### config.mk
export PLATFORM = sky130hd
export DESIGN_NAME = uart_tx_arbiter
export DESIGN_NICKNAME = d
export VERILOG_FILES = /design/src/rtl/uart_tx_arbiter.sv
export SDC_FILE = /design/constraint.sdc
export NUM_CORES = 1
export LEC_CHECK = 0
export ABC_AREA = 1
export BUFFER_PORTS_ARGS = -buffer_cell sky130_fd_sc_hd__buf_2
export CORE_ASPECT_RATIO = 1.75
export CORE_MARGIN = 2
export CORE_UTILIZATION = 50
export CTS_BUF_LIST = sky130_fd_sc_hd__clkbuf_8
export CTS_CLUSTER_SIZE = 12
export DETAILED_ROUTE_END_ITERATION = 12
export HOLD_SLACK_MARGIN = 0.08
export PLACE_DENSITY = 0.74
export SLEW_MARGIN = 20
export SYNTH_ARGS = -nofsm -noshare
export SYNTH_HDL_FRONTEND = slang
export SYNTH_SLANG_ARGS = --single-unit
### constraint.sdc
create_clock -name clk -period 3.1 [get_ports clk]
set_input_delay 0.62 -clock clk [delete_from_list [all_inputs] [get_ports clk]]
set_output_delay 0.62 -clock clk [all_outputs]
set_load 0.02 [all_outputs]
### src/rtl/uart_tx_arbiter.sv
// rtl/uart_tx_arbiter.sv - message-granular round-robin arbiter in front of a single UART byte transmitter
//
// Two producers (req0: assembler solution stream, req1: status/debug reporter)
// share one UART. Each producer owns a one-byte pending slot. A grant covers a
// whole message of BYTES_PER_MSG bytes, so bytes of different messages never
// interleave on the wire.
//
// Ports:
//   clk, rst                 system clock, asynchronous active-high reset
//   req0_send / req0_byte    requester 0 byte strobe and data
//   req0_done                one-cycle pulse when requester 0's byte has been sent
//   req1_send / req1_byte    requester 1 byte strobe and data
//   req1_done                one-cycle pulse when requester 1's byte has been sent
//   tx_send / tx_byte        launch strobe and registered byte to the UART
//   tx_done                  UART completion level (only rising edges count)
//   overflow                 sticky: a send arrived while that requester's slot was full
//   busy                     arbiter is not idle
module uart_tx_arbiter #(
    parameter int BYTES_PER_MSG = 2,
    parameter bit FIXED_PRIO    = 1'b0
) (
    input  logic       clk,
    input  logic       rst,
    input  logic       req0_send,
    input  logic [7:0] req0_byte,
    output logic       req0_done,
    input  logic       req1_send,
    input  logic [7:0] req1_byte,
    output logic       req1_done,
    output logic       tx_send,
    output logic [7:0] tx_byte,
    input  logic       tx_done,
    output logic       overflow,
    output logic       busy
);

    localparam int CNT_W = (BYTES_PER_MSG > 1) ? $clog2(BYTES_PER_MSG) : 1;
    localparam logic [CNT_W-1:0] LAST_CNT = CNT_W'(BYTES_PER_MSG - 1);

    typedef enum logic [1:0] {
        IDLE,
        LAUNCH,
        WAIT_DONE,
        WAIT_NEXT
    } state_t;

    state_t           state;
    state_t           next_state;
    logic             owner;
    logic             next_owner;
    logic             rr_ptr;
    logic [CNT_W-1:0] byte_cnt;
    logic             tx_done_q;
    logic             done_edge;

    logic [7:0]       req_byte [2];
    logic [1:0]       send_vec;
    logic [7:0]       slot_byte [2];
    logic [1:0]       slot_valid;

    logic             launch_load;
    logic [1:0]       slot_clear;
    logic             byte_done;
    logic             msg_done;

    assign req_byte[0] = req0_byte;
    assign req_byte[1] = req1_byte;
    assign send_vec    = {req1_send, req0_send};

    // Only rising edges of the UART completion level count; a level held for
    // several cycles is one completion.
    assign done_edge = tx_done & ~tx_done_q;

    // Both outputs decode registered state only, so no input reaches them
    // combinationally.
    assign tx_send = (state == LAUNCH);
    assign busy    = (state != IDLE);

    always_ff @(posedge clk or posedge rst) begin
        if (rst) begin
            state <= IDLE;
        end else begin
            state <= next_state;
        end
    end

    always_comb begin
        next_state  = state;
        next_owner  = owner;
        launch_load = 1'b0;
        slot_clear  = 2'b00;
        byte_done   = 1'b0;
        msg_done    = 1'b0;
        case (state)
            IDLE: begin
                if (|slot_valid) begin
                    next_state  = LAUNCH;
                    launch_load = 1'b1;
                    if (&slot_valid) begin
                        next_owner = FIXED_PRIO ? 1'b0 : rr_ptr;
                    end else begin
                        next_owner = slot_valid[1];
                    end
                end
            end
            LAUNCH: begin
                // The slot frees on leaving LAUNCH; a send landing on this
                // same edge is accepted rather than flagged.
                next_state = WAIT_DONE;
                slot_clear = owner ? 2'b10 : 2'b01;
            end
            WAIT_DONE: begin
                if (done_edge) begin
                    byte_done = 1'b1;
                    if (byte_cnt == LAST_CNT) begin
                        msg_done   = 1'b1;
                        next_state = IDLE;
                    end else begin
                        next_state = WAIT_NEXT;
                    end
                end
            end
            WAIT_NEXT: begin
                // Grant stays locked: only the owner's slot may launch.
                if (slot_valid[owner]) begin
                    next_state  = LAUNCH;
                    launch_load = 1'b1;
                end
            end
            default: begin
                next_state = IDLE;
            end
        endcase
    end

    always_ff @(posedge clk or posedge rst) begin
        if (rst) begin
            tx_done_q  <= 1'b0;
            owner      <= 1'b0;
            rr_ptr     <= 1'b0;
            byte_cnt   <= '0;
            tx_byte    <= 8'h00;
            req0_done  <= 1'b0;
            req1_done  <= 1'b0;
            overflow   <= 1'b0;
            slot_valid <= 2'b00;
            for (int i = 0; i < 2; i++) begin
                slot_byte[i] <= 8'h00;
            end
        end else begin
            tx_done_q <= tx_done;
            owner     <= next_owner;

            // tx_byte is loaded on entry to LAUNCH so it is already valid
            // while tx_send is high, and holds until the next launch.
            if (launch_load) begin
                tx_byte <= slot_byte[next_owner];
            end

            req0_done <= byte_done & ~owner;
            req1_done <= byte_done & owner;

            if (msg_done) begin
                byte_cnt <= '0;
                rr_ptr   <= ~owner;
            end else if (byte_done) begin
                byte_cnt <= byte_cnt + 1'b1;
            end

            for (int i = 0; i < 2; i++) begin
                if (send_vec[i]) begin
                    if (!slot_valid[i] || slot_clear[i]) begin
                        slot_byte[i]  <= req_byte[i];
                        slot_valid[i] <= 1'b1;
                    end else begin
                        overflow <= 1'b1;
                    end
                end else if (slot_clear[i]) begin
                    slot_valid[i] <= 1'b0;
                end
            end
        end
    end

endmodule

# After elaboration in Yosys (flattened, before gate mapping)
# Index checks and enable logic that the tools add are counted.
[totals] word_cells=81 output_inout_bits=13 input_bits=21 regBits=35
[classes] mux=35 reduce_logical=16 n_bitwise=6 magnitude_cmp=2 add_sub_neg=1 n_eq_ne=8
[op_table] cell="$mux W1" count=24
[op_table] cell="$mux W8" count=3
[op_table] cell="$mux W2" count=6
[op_table] cell="$reduce_and A2 Y1" count=5
[op_table] cell="$pmux W2 S4" count=1
[op_table] cell="$reduce_bool A2 Y1" count=4
[op_table] cell="$ne A2 B2 Y1 const B" count=3
[op_table] cell="$eq A2 B2 Y1 const B" count=2
[op_table] cell="$ne A2 B1 Y1 const B" count=2
[op_table] cell="$and A1 B1 Y1" count=3
[op_table] cell="$reduce_and A3 Y1" count=1
[op_table] cell="$eq A2 B1 Y1 const B" count=1
[op_table] cell="$ge A2 B2 Y1 const B" count=1
[op_table] cell="$logic_not A1 Y1" count=2
[op_table] cell="$logic_not A2 Y1" count=1
[op_table] cell="$logic_or A1 B1 Y1" count=2
[op_table] cell="$lt A1 B2 Y1 const B" count=1
[op_table] cell="$not A1 Y1" count=2
[op_table] cell="$not A1 Y2" count=1
[op_table] cell="$pmux W1 S2" count=1
[op_table] cell="$reduce_or A2 Y1" count=1
[op_table] cell="$add A1 B1 Y1 const B" count=1

# Depth between registers and ports, before layout
[logic_depth] ltp_word=8 mapped_depth=8

# Worst setup path after synthesis
# No wires, ideal clock.
[synth_timing] path_kind="flip-flop to flip-flop" from="register state[1]" to="register slot_byte[11] in the netlist's numbering" path_stages_with_launch=9 arrival_ns=1.485 setup_slack_ns=1.491 setup_ns=0.124 cell_sequence="dfrtp_1 -> inv_1 -> ha_1 -> inv_1 -> o21ai_2 -> nand2_1 -> buf_2 -> nor2_1 -> a21oi_1"
[synth_between] elab_chain_cells=4
[synth_rtl] item="start, declared" line_no="47" text="state_t state;"
[synth_rtl] item="start signal, assigned" line_no="83" text="state <= next_state;"
[synth_rtl] item="$eq A2 B1 Y1"
[synth_rtl] item="net tx_send" line_no="30" text="output logic tx_send,"
[synth_rtl] item="$mux W2" line_no="94" text="case (state)"
[synth_rtl] item="$logic_or A1 B1 Y1" line_no="172" text="if (!slot_valid[i] || slot_clear[i]) begin"
[synth_rtl] item="$reduce_and A2 Y1 (no source line)"
[synth_rtl] item="end signal, assigned by index" line_no="173" text="slot_byte[i] <= req_byte[i];"
[synth_rtl] item="end, declared" line_no="58" text="logic [7:0] slot_byte [2];"
# The timed path passes the listed nets, and every way through them passes these cells.
# A chain may end at the register's enable or synchronous reset.

# Worst setup path after layout
[layout_timing] from="register state[1]" to="output port busy"
[layout_between] elab_chain_cells=1
[layout_rtl] item="$reduce_bool A2 Y1" line_no="77" text="assign busy = (state != IDLE);"
[layout_rtl] item="end, declared" line_no="34" text="output logic busy"
# Every way passes these cells.

==> flow_metrics.tcl <==
set metrics [dict create \
    gr-usage-met1_pct 22.6 \
    fp.coreArea_sq_mm 0.00311 \
    min_path_type "in -> async" \
    avgSynthCellArea_sq_um 8.88 \
    place_inst 256 \
    synth_top_area_share_pct 54.5 \
    drive_gt1_share_pct 25.9 \
    std_cell_rows 27 \
    p_leak_nw 1.03 \
    crit_arrival_ns 1.24 \
    synth_area_sq_mm 0.00161 \
    cp_cell_sequence "inv_1, ha_1, inv_1, buf_2" \
    syn_to_final_growth_pct 18.5 \
    avgViaCountPerCell 4.81 \
    fill_cells 305 \
    outcome "complete, no violations" \
    combPwrFrac_pct 46.1 \
    cts_buffer_depth 2 \
    ys_ff_latch 35 \
    die_w_um 46.9 \
    top_usage_layer "met2" \
    nNetsFinal 245 \
    power.share.switching_pct 43.3 \
    layoutNonFillerInstCount 263 \
    grt_pass1_wl_um 5150 \
    fin_util_pct 61.3 \
    power_frac_seq_pct 37.7 \
    cts-root-buf "clkbuf_8" \
    drt_pass1_iterations 4 \
    period_needed_ns 1.86 \
    synthesis.nets 206 \
    yosysWarnings 0 \
    fin_ws_ns 1.24 \
    met2_usage_pct 33.2 \
    portBuffers 33 \
    wl_per_cell_um 11.8 \
    die_h_um 79.0 \
    antenna_found_initial 0 \
    grt_max_degree 36 \
    clkPwrFrac_pct 16.1 \
    diodes 0 \
    slew_headroom_pct 70.9 \
    grt_remaining_overflow 0 \
    die_area_sq_mm 0.00370 \
    cp_num_cells 4 \
    worst_slew_pin_slew_ns 0.436 \
    cts_max_level 2 \
    crit_required_ns 2.48 \
    cp-startpoint "state[1]" \
    tns_ns 0 \
    grt_pass1_vias 1238 \
    numCtsBuffers 5 \
    clock.fmax_ghz 0.538 \
    crit_type "reg -> out" \
    initialDrtViolationCount 33 \
    finalMaxSlewViolations 0 \
    ir_drop_mv 0.584 \
    post-route-period-util_pct 59.9 \
    ys_seq_area_share_pct 54.5 \
    cts_tree "yes" \
    cp_max_fo 4 \
    finalHoldViolations 0 \
    clkTransAtPathRegs_ns 0.07 \
    synth_cell_types 19 \
    p_per_area_mw_per_mm2 1060 \
    grt_use_met3_pct 4.55 \
    crit_path_top_delay_cell "dfrtp_1" \
    cts_resized 0 \
    top_level_ports 34 \
    worst-path-buf-inv 3 \
    r2r-start "state[1]" \
    clk_latency_ns 0.28 \
    clock-sinks 35 \
    finalSetupViolCount 0 \
    cts_setup_buffers 0 \
    rrSetupSlack_ns 1.39 \
    final_antenna_net_count 0 \
    cap_violations 0 \
    cp-endpoint "busy" \
    drc 0 \
    gp_congestion 0.816 \
    ys_top_cells_by_area "dfrtp_1 55%, nand2_1 10%, nand3_1 6.5%" \
    power_mw 2.02 \
    worst_r2r_path_depth 7 \
    r2r_end "slot_byte[13]" \
    path_delay_family "flip-flops" \
    grtUsageTotal_pct 19.6 \
    path_common_cell "inv_1" \
    fin_skew_ns 0.00973 \
    start_util_pct 51.7 \
    vias 1265 \
    cp-end-kind "primary output" \
    wl_um 3100 \
    rsz0062_at_grt "no" \
    synthCells 181 \
    synth_top_area_cell "dfrtp_1" \
    power_switching_mw 0.875 \
    dpl.hpwl_um 2420 \
    cts_hold_buf 0 \
    multi_input_area_sq_um 609 \
    critPathMaxStageDelay_ns 0.42 \
    place_ws_ns 1.41 \
    cp-start-kind "register" \
    p_int_mw 1.14 \
    seq_area_sq_um 876 \
]
-- placed cells by master, fill, tap and decap left out, drive strengths merged --
cell type  instances
a21o               1
xor2               1
inv               28
buf               34
ha                 4
clkbuf             6
o221ai             1
nand3b             3
clkinv             1
dfrtp             35
nand2             46
o21ai              7
a21oi             15
nand3             21
nor2              17
-- worst min-delay path, cell delays in order --
cell and delay [ns]:
buf_2 0.09, inv_1 0.04, buf_4 0.38
-- power by group through the flow --
stage | combinational (mW) | sequential (mW) | clock [mW]
6_report | 0.931 | 0.762 | 0.326
5_1_grt | 1.06 | 0.785 | 0.350
4_1_cts | 0.947 | 0.762 | 0.332
3_5_place_dp | 0.946 | 0.768 | 0
3_3_place_gp | 0.918 | 0.764 | 0
2_1_floorplan | 0.654 | 0.813 | 0
-- flip-flops by register name, indices dropped and copies added (netlist names) --
register	count
byte_cnt	1
overflow	1
owner	1
req0_done	1
req1_done	1
rr_ptr	1
slot_byte	16
slot_valid	2
state	2
tx_byte	8
tx_done_q	1
-- kinds of logic after synthesis --
kind of cell               synth area share [%]
AOI/OAI and AO/OA                          11.1
xor gates and xnor gates                  0.545
adders and majority gates                  3.12
buffers and inverters                      7.55
DFF                                        54.5
and+or+nand+nor                            23.1
-- Yosys cell counts --
cell type	number
inv_2	1
ha_1	4
a21oi_4	1
nand2_1	43
xor2_1	1
nand2_2	3
inv_1	27
a21oi_1	6
a21o_1	1
nand3b_1	3
o21ai_0	4
a21oi_2	8
o221ai_1	1
dfrtp_1	35
nand3_1	21
o21ai_2	3
nor2_1	17
buf_2	1
buf_6	1
-- routing by layer --
layer	share of wire, %	vias to the layer above	wire, um
met4	1.1	0	34
met5	0	-	0
met3	3.8	5	118
met2	55	27	1700
li1	-	644	-
met1	40	589	1250
-- how the worst min path moves through the flow --
stage	cells after the start	endpoint	startpoint
floorplan	2	slot_byte[10]	slot_byte[10]
global placement	2	slot_byte[9]	slot_byte[9]
detailed placement	2	tx_byte[2]	tx_byte[2]
CTS	3	slot_byte[2]	rst
global route	3	slot_byte[2]	rst
finish	3	slot_byte[2]	rst
-- stage by stage --
stage          hold slack [ns]  cell area (sq um)
3_3_place_gp             0.458               1820
4_1_cts                  0.428               1900
3_5_place_dp             0.465               1820
2_1_floorplan            0.433               1610
5_1_grt                  0.463               1900
6_report                 0.414               1900
-- area by class of cell --
cell class	instances	share of cell area, %
Clock buffer	6	4.34
Inverter	28	5.52
Sequential cell	35	46.0
Tap cell	43	2.83
Clock inverter	1	0.263
Timing Repair Buffer	34	9.07
Multi-Input combinational cell	116	32.0
Power figures use the tool's default switching activity.
